[src/rtl/forward_hazard_unit_pkg.sv]
// Shared definitions for the EX-stage forwarding/hazard controller:
// operand-mux select codes and the shadow pipeline stage records.
package hazard_pkg;

  localparam logic [1:0] FWD_RF  = 2'b00;
  localparam logic [1:0] FWD_MEM = 2'b01;
  localparam logic [1:0] FWD_WB  = 2'b10;
  localparam logic [1:0] FWD_PWB = 2'b11;

  localparam logic [4:0] REG_ZERO = 5'd0;

  // Destination information carried by every shadow stage.
  typedef struct packed {
    logic       reg_write;
    logic       mem_read;
    logic [4:0] write_reg;
  } stage_t;

  // The EX stage also remembers which registers its instruction reads.
  typedef struct packed {
    stage_t     dst;
    logic [4:0] rs;
    logic [4:0] rt;
    logic       uses_rt;
  } ex_stage_t;

  localparam stage_t    STAGE_BUBBLE = '0;
  localparam ex_stage_t EX_BUBBLE    = '0;

endpackage

[src/rtl/forward_hazard_unit_if.sv]
// ID-stage instruction info into the hazard unit, mux selects and stall out.
//
// Handshake: ID_Valid marks a real instruction in ID. Stall is the
// back-pressure; the instruction is accepted into EX on a clock edge only
// when ID_Valid=1, Stall=0 and Flush=0, otherwise EX receives a bubble.
interface forward_hazard_unit_if #(
  parameter int STALL_CNT_W = 16
);
  logic                   ID_Valid;
  logic [4:0]             ID_Rs;
  logic [4:0]             ID_Rt;
  logic                   ID_UsesRt;
  logic                   ID_RegWrite;
  logic                   ID_MemRead;
  logic [4:0]             ID_WriteReg;
  logic                   Flush;
  logic                   FwdA_c1;
  logic                   FwdA_c2;
  logic                   FwdB_c1;
  logic                   FwdB_c2;
  logic                   Stall;
  logic [STALL_CNT_W-1:0] StallCount;

  modport master (
    output ID_Valid, ID_Rs, ID_Rt, ID_UsesRt, ID_RegWrite, ID_MemRead,
           ID_WriteReg, Flush,
    input  FwdA_c1, FwdA_c2, FwdB_c1, FwdB_c2, Stall, StallCount
  );

  modport slave (
    input  ID_Valid, ID_Rs, ID_Rt, ID_UsesRt, ID_RegWrite, ID_MemRead,
           ID_WriteReg, Flush,
    output FwdA_c1, FwdA_c2, FwdB_c1, FwdB_c2, Stall, StallCount
  );
endinterface

[src/rtl/forward_hazard_unit_fwd_operand_select.sv]
// Combinational select for one ALU operand mux: the nearest downstream
// producer of the source register wins, register $0 is never forwarded.
module fwd_operand_select
  import hazard_pkg::*;
(
  input  logic [4:0] src_i,
  input  logic       use_i,
  input  stage_t     mem_i,
  input  stage_t     wb_i,
  input  stage_t     pwb_i,
  output logic [1:0] sel_o
);

  logic mem_hit;
  logic wb_hit;
  logic pwb_hit;
  logic unused_mem_read;

  assign mem_hit = mem_i.reg_write && (mem_i.write_reg == src_i);
  assign wb_hit  = wb_i.reg_write  && (wb_i.write_reg  == src_i);
  assign pwb_hit = pwb_i.reg_write && (pwb_i.write_reg == src_i);

  // Load status does not matter once a value has left EX.
  assign unused_mem_read = mem_i.mem_read ^ wb_i.mem_read ^ pwb_i.mem_read;

  always_comb begin
    sel_o = FWD_RF;
    if (use_i && (src_i != REG_ZERO)) begin
      if (mem_hit) begin
        sel_o = FWD_MEM;
      end else if (wb_hit) begin
        sel_o = FWD_WB;
      end else if (pwb_hit) begin
        sel_o = FWD_PWB;
      end
    end
  end

endmodule

[src/rtl/forward_hazard_unit.sv]
// Forwarding and load-use hazard controller: shadow pipeline of destination
// info (EX/MEM/WB/post-WB), operand mux selects, stall and stall counter.
module forward_hazard_unit
  import hazard_pkg::*;
#(
  parameter int STALL_CNT_W = 16
) (
  input logic                  Clk,
  input logic                  Reset,
  forward_hazard_unit_if.slave bus
);

  ex_stage_t              ex_q;
  ex_stage_t              ex_d;
  stage_t                 mem_q;
  stage_t                 wb_q;
  stage_t                 pwb_q;
  logic [STALL_CNT_W-1:0] cnt_q;
  logic [STALL_CNT_W-1:0] cnt_d;

  logic                   stall;
  logic                   load_in_ex;
  logic                   rs_dep;
  logic                   rt_dep;
  logic [1:0]             sel_a;
  logic [1:0]             sel_b;

  // A load into $0 produces nothing to wait for.
  always_comb begin
    load_in_ex = ex_q.dst.reg_write && ex_q.dst.mem_read &&
                 (ex_q.dst.write_reg != REG_ZERO);
    rs_dep     = (ex_q.dst.write_reg == bus.ID_Rs);
    rt_dep     = bus.ID_UsesRt && (ex_q.dst.write_reg == bus.ID_Rt);
    stall      = bus.ID_Valid && !bus.Flush && load_in_ex && (rs_dep || rt_dep);
  end

  always_comb begin
    ex_d = EX_BUBBLE;
    if (bus.ID_Valid && !stall && !bus.Flush) begin
      ex_d.dst.reg_write = bus.ID_RegWrite;
      ex_d.dst.mem_read  = bus.ID_MemRead;
      ex_d.dst.write_reg = bus.ID_WriteReg;
      ex_d.rs            = bus.ID_Rs;
      ex_d.rt            = bus.ID_Rt;
      ex_d.uses_rt       = bus.ID_UsesRt;
    end
  end

  always_comb begin
    cnt_d = cnt_q;
    if (stall && (cnt_q != {STALL_CNT_W{1'b1}})) begin
      cnt_d = cnt_q + {{(STALL_CNT_W-1){1'b0}}, 1'b1};
    end
  end

  // No downstream stall exists, so the shadow stages shift every cycle.
  always_ff @(posedge Clk) begin
    if (Reset) begin
      ex_q  <= EX_BUBBLE;
      mem_q <= STAGE_BUBBLE;
      wb_q  <= STAGE_BUBBLE;
      pwb_q <= STAGE_BUBBLE;
      cnt_q <= '0;
    end else begin
      ex_q  <= ex_d;
      mem_q <= ex_q.dst;
      wb_q  <= mem_q;
      pwb_q <= wb_q;
      cnt_q <= cnt_d;
    end
  end

  fwd_operand_select u_sel_a (
    .src_i (ex_q.rs),
    .use_i (1'b1),
    .mem_i (mem_q),
    .wb_i  (wb_q),
    .pwb_i (pwb_q),
    .sel_o (sel_a)
  );

  fwd_operand_select u_sel_b (
    .src_i (ex_q.rt),
    .use_i (ex_q.uses_rt),
    .mem_i (mem_q),
    .wb_i  (wb_q),
    .pwb_i (pwb_q),
    .sel_o (sel_b)
  );

  assign {bus.FwdA_c1, bus.FwdA_c2} = sel_a;
  assign {bus.FwdB_c1, bus.FwdB_c2} = sel_b;
  assign bus.Stall                  = stall;
  assign bus.StallCount             = cnt_q;

endmodule
[src/flat_wrapper.sv]
// flat-port wrapper written by rule: the top's interface ports become plain ports
module forward_hazard_unit_flat import hazard_pkg::*;
#(
  parameter int STALL_CNT_W = 16
)
  (Clk, Reset, bus_ID_Valid, bus_ID_Rs, bus_ID_Rt, bus_ID_UsesRt, bus_ID_RegWrite, bus_ID_MemRead, bus_ID_WriteReg, bus_Flush, bus_FwdA_c1, bus_FwdA_c2, bus_FwdB_c1, bus_FwdB_c2, bus_Stall, bus_StallCount);
  forward_hazard_unit_if #(.STALL_CNT_W(STALL_CNT_W)) bus_i ();
  input logic Clk;
  input logic Reset;
  input wire logic [$bits(bus_i.ID_Valid)-1:0] bus_ID_Valid;
  input wire logic [$bits(bus_i.ID_Rs)-1:0] bus_ID_Rs;
  input wire logic [$bits(bus_i.ID_Rt)-1:0] bus_ID_Rt;
  input wire logic [$bits(bus_i.ID_UsesRt)-1:0] bus_ID_UsesRt;
  input wire logic [$bits(bus_i.ID_RegWrite)-1:0] bus_ID_RegWrite;
  input wire logic [$bits(bus_i.ID_MemRead)-1:0] bus_ID_MemRead;
  input wire logic [$bits(bus_i.ID_WriteReg)-1:0] bus_ID_WriteReg;
  input wire logic [$bits(bus_i.Flush)-1:0] bus_Flush;
  output wire logic [$bits(bus_i.FwdA_c1)-1:0] bus_FwdA_c1;
  output wire logic [$bits(bus_i.FwdA_c2)-1:0] bus_FwdA_c2;
  output wire logic [$bits(bus_i.FwdB_c1)-1:0] bus_FwdB_c1;
  output wire logic [$bits(bus_i.FwdB_c2)-1:0] bus_FwdB_c2;
  output wire logic [$bits(bus_i.Stall)-1:0] bus_Stall;
  output wire logic [$bits(bus_i.StallCount)-1:0] bus_StallCount;
  assign bus_i.ID_Valid = bus_ID_Valid;
  assign bus_i.ID_Rs = bus_ID_Rs;
  assign bus_i.ID_Rt = bus_ID_Rt;
  assign bus_i.ID_UsesRt = bus_ID_UsesRt;
  assign bus_i.ID_RegWrite = bus_ID_RegWrite;
  assign bus_i.ID_MemRead = bus_ID_MemRead;
  assign bus_i.ID_WriteReg = bus_ID_WriteReg;
  assign bus_i.Flush = bus_Flush;
  assign bus_FwdA_c1 = bus_i.FwdA_c1;
  assign bus_FwdA_c2 = bus_i.FwdA_c2;
  assign bus_FwdB_c1 = bus_i.FwdB_c1;
  assign bus_FwdB_c2 = bus_i.FwdB_c2;
  assign bus_Stall = bus_i.Stall;
  assign bus_StallCount = bus_i.StallCount;
  forward_hazard_unit #(.STALL_CNT_W(STALL_CNT_W)) u_core (.Clk(Clk), .Reset(Reset), .bus(bus_i));
endmodule
[config.mk]
export PLATFORM = sky130hd
export DESIGN_NAME = forward_hazard_unit_flat
export DESIGN_NICKNAME = d
export VERILOG_FILES = /design/src/rtl/forward_hazard_unit_pkg.sv /design/src/rtl/forward_hazard_unit_if.sv /design/src/rtl/forward_hazard_unit_fwd_operand_select.sv /design/src/rtl/forward_hazard_unit.sv /design/src/flat_wrapper.sv
export SDC_FILE = /design/constraint.sdc
export NUM_CORES = 1
export LEC_CHECK = 0
export BUFFER_PORTS_ARGS = -buffer_cell sky130_fd_sc_hd__buf_2
export CORE_MARGIN = 4
export CORE_UTILIZATION = 60
export DETAILED_ROUTE_END_ITERATION = 10
export PLACE_DENSITY = 0.83
export SETUP_SLACK_MARGIN = 0.05
export SLEW_MARGIN = 20
export SYNTH_ARGS = -nofsm -noshare
export SYNTH_HDL_FRONTEND = slang
export SYNTH_HIERARCHICAL = 1
export SYNTH_SLANG_ARGS = --single-unit
export TNS_END_PERCENT = 30
[constraint.sdc]
create_clock -name Clk -period 3.2 [get_ports Clk]
set_input_delay 0.64 -clock Clk [delete_from_list [all_inputs] [get_ports Clk]]
set_output_delay 0.64 -clock Clk [all_outputs]
set_load 0.005 [all_outputs]
==> impl_results.md <==
- Count of input and output buffers: 42
- Root buf cell: clkbuf_8
- Post-CTS Setup Bufs: 0
- FF-to-FF path depth: 6
- Core area: 3800 um2
- Layout cells sized above 1: a little over a fifth
- DR DRC count: 0
- Vias: 1995
- Standard-cell rows: 22
- Setup TNS: 0 ps
- Arrival time at the worst endpoint: 1830 ps
- Outcome: completed
- Hold path depth: 1
- CP endpoint kind: output pin
- Final Hold Fails: 0
- Mapped Avg Cell Area: 9.39 um2
- Cell mode on critical path: buf_2
- Drt total wl: 4940 um
- Antenna fix cells: 0
- Hold_buf cts: 0
- Layout area overhead: 13.3%
- Multi-input logic area: 1350 um2
- Initial Util: 64.3%
- Final Instance Count excl. Fillers: 350
- Highest Clock Rate: 0.405 GHz
- Boundary Pins: 43
- Total GRT Usage: 20.7%
- Layout Skew: 5.13 ps
- Vias in the first global route: 1866
- RePlAce Congestion: slightly above 0.8
- Clock power frac: 33.7%
- Kind of critical path: in2out
- Post-layout util: 72.8%
- Critical Path RT: around 2600 ps
- Slowest cell on the critical path: nor4_1
- Clk slew on worst S/H paths: 90 ps
- RSZ-0062 raised after global routing: false
- Static Leak: between 1 and 1.5 nW
- Peak supply drop: between 0.0003 and 0.0004 V
- TritonCTS clock tree: built
- Sw Ratio: between 20% and 30%
- NetSw: about 0.27 mW
- Syn nets: 283
- Largest net degree at the start of global routing: 38
- Die area: 5160 um2
- Share of power burned in registers: around three fifths
- Yosys warns: 6
- DRT iter0 DRCs: 139
- First-pass DRT Iterations: 4
- Tot Pwr: roughly 1.1 mW
- Post-DR wirelength/cell: 14.1 um
- Worst path cell trace: buf_2, xor2_1, nor4_1, a32oi_1, buf_4, nor2_1, buf_2
- Pwr per Cell Area: 402 nW/um2
- CTS max path bufs: 2
- Post_cts resized: 0
- Chip Height: ~72 um
- Post-synth design cell area: around 2400 um2
- WHS: approximately 480 ps
- Slew HR: 56.7%
- Worst-Skew Late Latency: between 300 and 400 ps
- Logic gate share of total power: 6.4%
- Final Max Slew Viols: 0
- # setup viols final: 0
- H-tree levels: 2
- Slew at the pin closest to its max-slew limit: about 650 ps
- Min Tclk post-route: 2470 ps
- Initial antenna violation count: 0
- TritonCTS Sinks: 52
- DRT antenna net count: 0
- DR vias/cell: 5.70
- Worst hold path class: reg2reg
- Final Cycle Share: 77.2%
- Dpl hpwl: 3570 um
- Filler cells: 284
- FF/Latch Area: between 1000 and 1500 um2
- Worst setup margin: approximately 730 ps
- Die W: 71.8 um
- TritonCTS Buffers: 5
- Critical path fanouts, max: 29
- Max-Cap Viols: 0
- Total gr overflow: 0
- Max incr delay on CP: approximately 300 ps
- Dpl cells: between 300 and 400
- Startpoint types: input port
- Synth Instances: 260
- Layout Nets: 324
- Design Area, Final: between 2000 and 3000 um2
- Cell Int Power: 0.846 mW
- Pre-CTS WS: 770 ps
- Dpl cell area: approximately 2700 um2
- Global-route wire length before repair: 8420 um
-- layer usage --
metal  wire length (um)  part of all wire (%)  GRT usage, %
met5                  0                     0             0
met4                140                   2.8          8.98
met3                363                   7.4          5.33
met2               2190                    44          31.9
met1               2240                    45          27.4
-- layout by cell type, fill, tap and decap left out, types with 3 or more instances in the layout --
cell,instances
nor3_1,3
clkbuf_8,5
dfxtp_1,52
nor2_1,12
o31ai_1,8
and3_1,6
nand2_1,9
xor2_1,33
a21oi_1,12
buf_2,42
nor2b_1,21
nor4_1,8
xnor2_1,7
nand4_1,6
or4_1,11
nand3_1,10
inv_1,3
mux2_2,3
and2_1,19
-- path summary, 6_finish.rpt --
path                                            startpoint                               endpoint  slack [ps]
worst max register to register  u_core/ex_q[13]$_SDFF_PP0_  u_core/bus.StallCount[5]$_SDFFE_PP0P_        1130
worst min register to register  u_core/mem_q[6]$_SDFF_PP0_              u_core/wb_q[6]$_SDFF_PP0_         480
worst max-delay path                          bus_ID_Rt[2]                              bus_Stall         730
worst min-delay path            u_core/mem_q[6]$_SDFF_PP0_              u_core/wb_q[6]$_SDFF_PP0_         480
-- power groups by stage --
stage / Combinational (mW) / Sequential (mW) / Clock [mW]
floorplan: 0.0469 / 0.678 / 0
global placement: 0.0675 / 0.681 / 0
detailed placement: 0.0698 / 0.681 / 0
CTS: 0.0710 / 0.666 / 0.384
global route: 0.0796 / 0.668 / 0.413
finish: 0.0710 / 0.666 / 0.375
-- area by class of cell --
type                       count  share of cell area [%]
multi-input combinational    196                    48.6
sequential                    52                    37.6
timing repair buffer          43                    7.87
clock buffer                   5                    2.49
tap                           48                    2.17
clock inverter                 3                   0.814
inverter                       3                   0.407
-- worst max-delay path, delay by kind of cell --
| kind | cells | cell delay (ps) |
|---|---|---|
| AND/OR/NAND/NOR | 2 | 420 |
| AO/OA/AOI/OAI | 1 | 150 |
| XOR/XNOR | 1 | 140 |
| buffers and inverters | 3 | 470 |
-- flip-flops by register name (all words and copies together), names as in the netlist --
register,flops
u_core/bus.StallCount,16
u_core/wb_q,6
u_core/ex_q,18
u_core/mem_q,6
u_core/pwb_q,6
No activity file was read; power rests on OpenSTA's default activity.
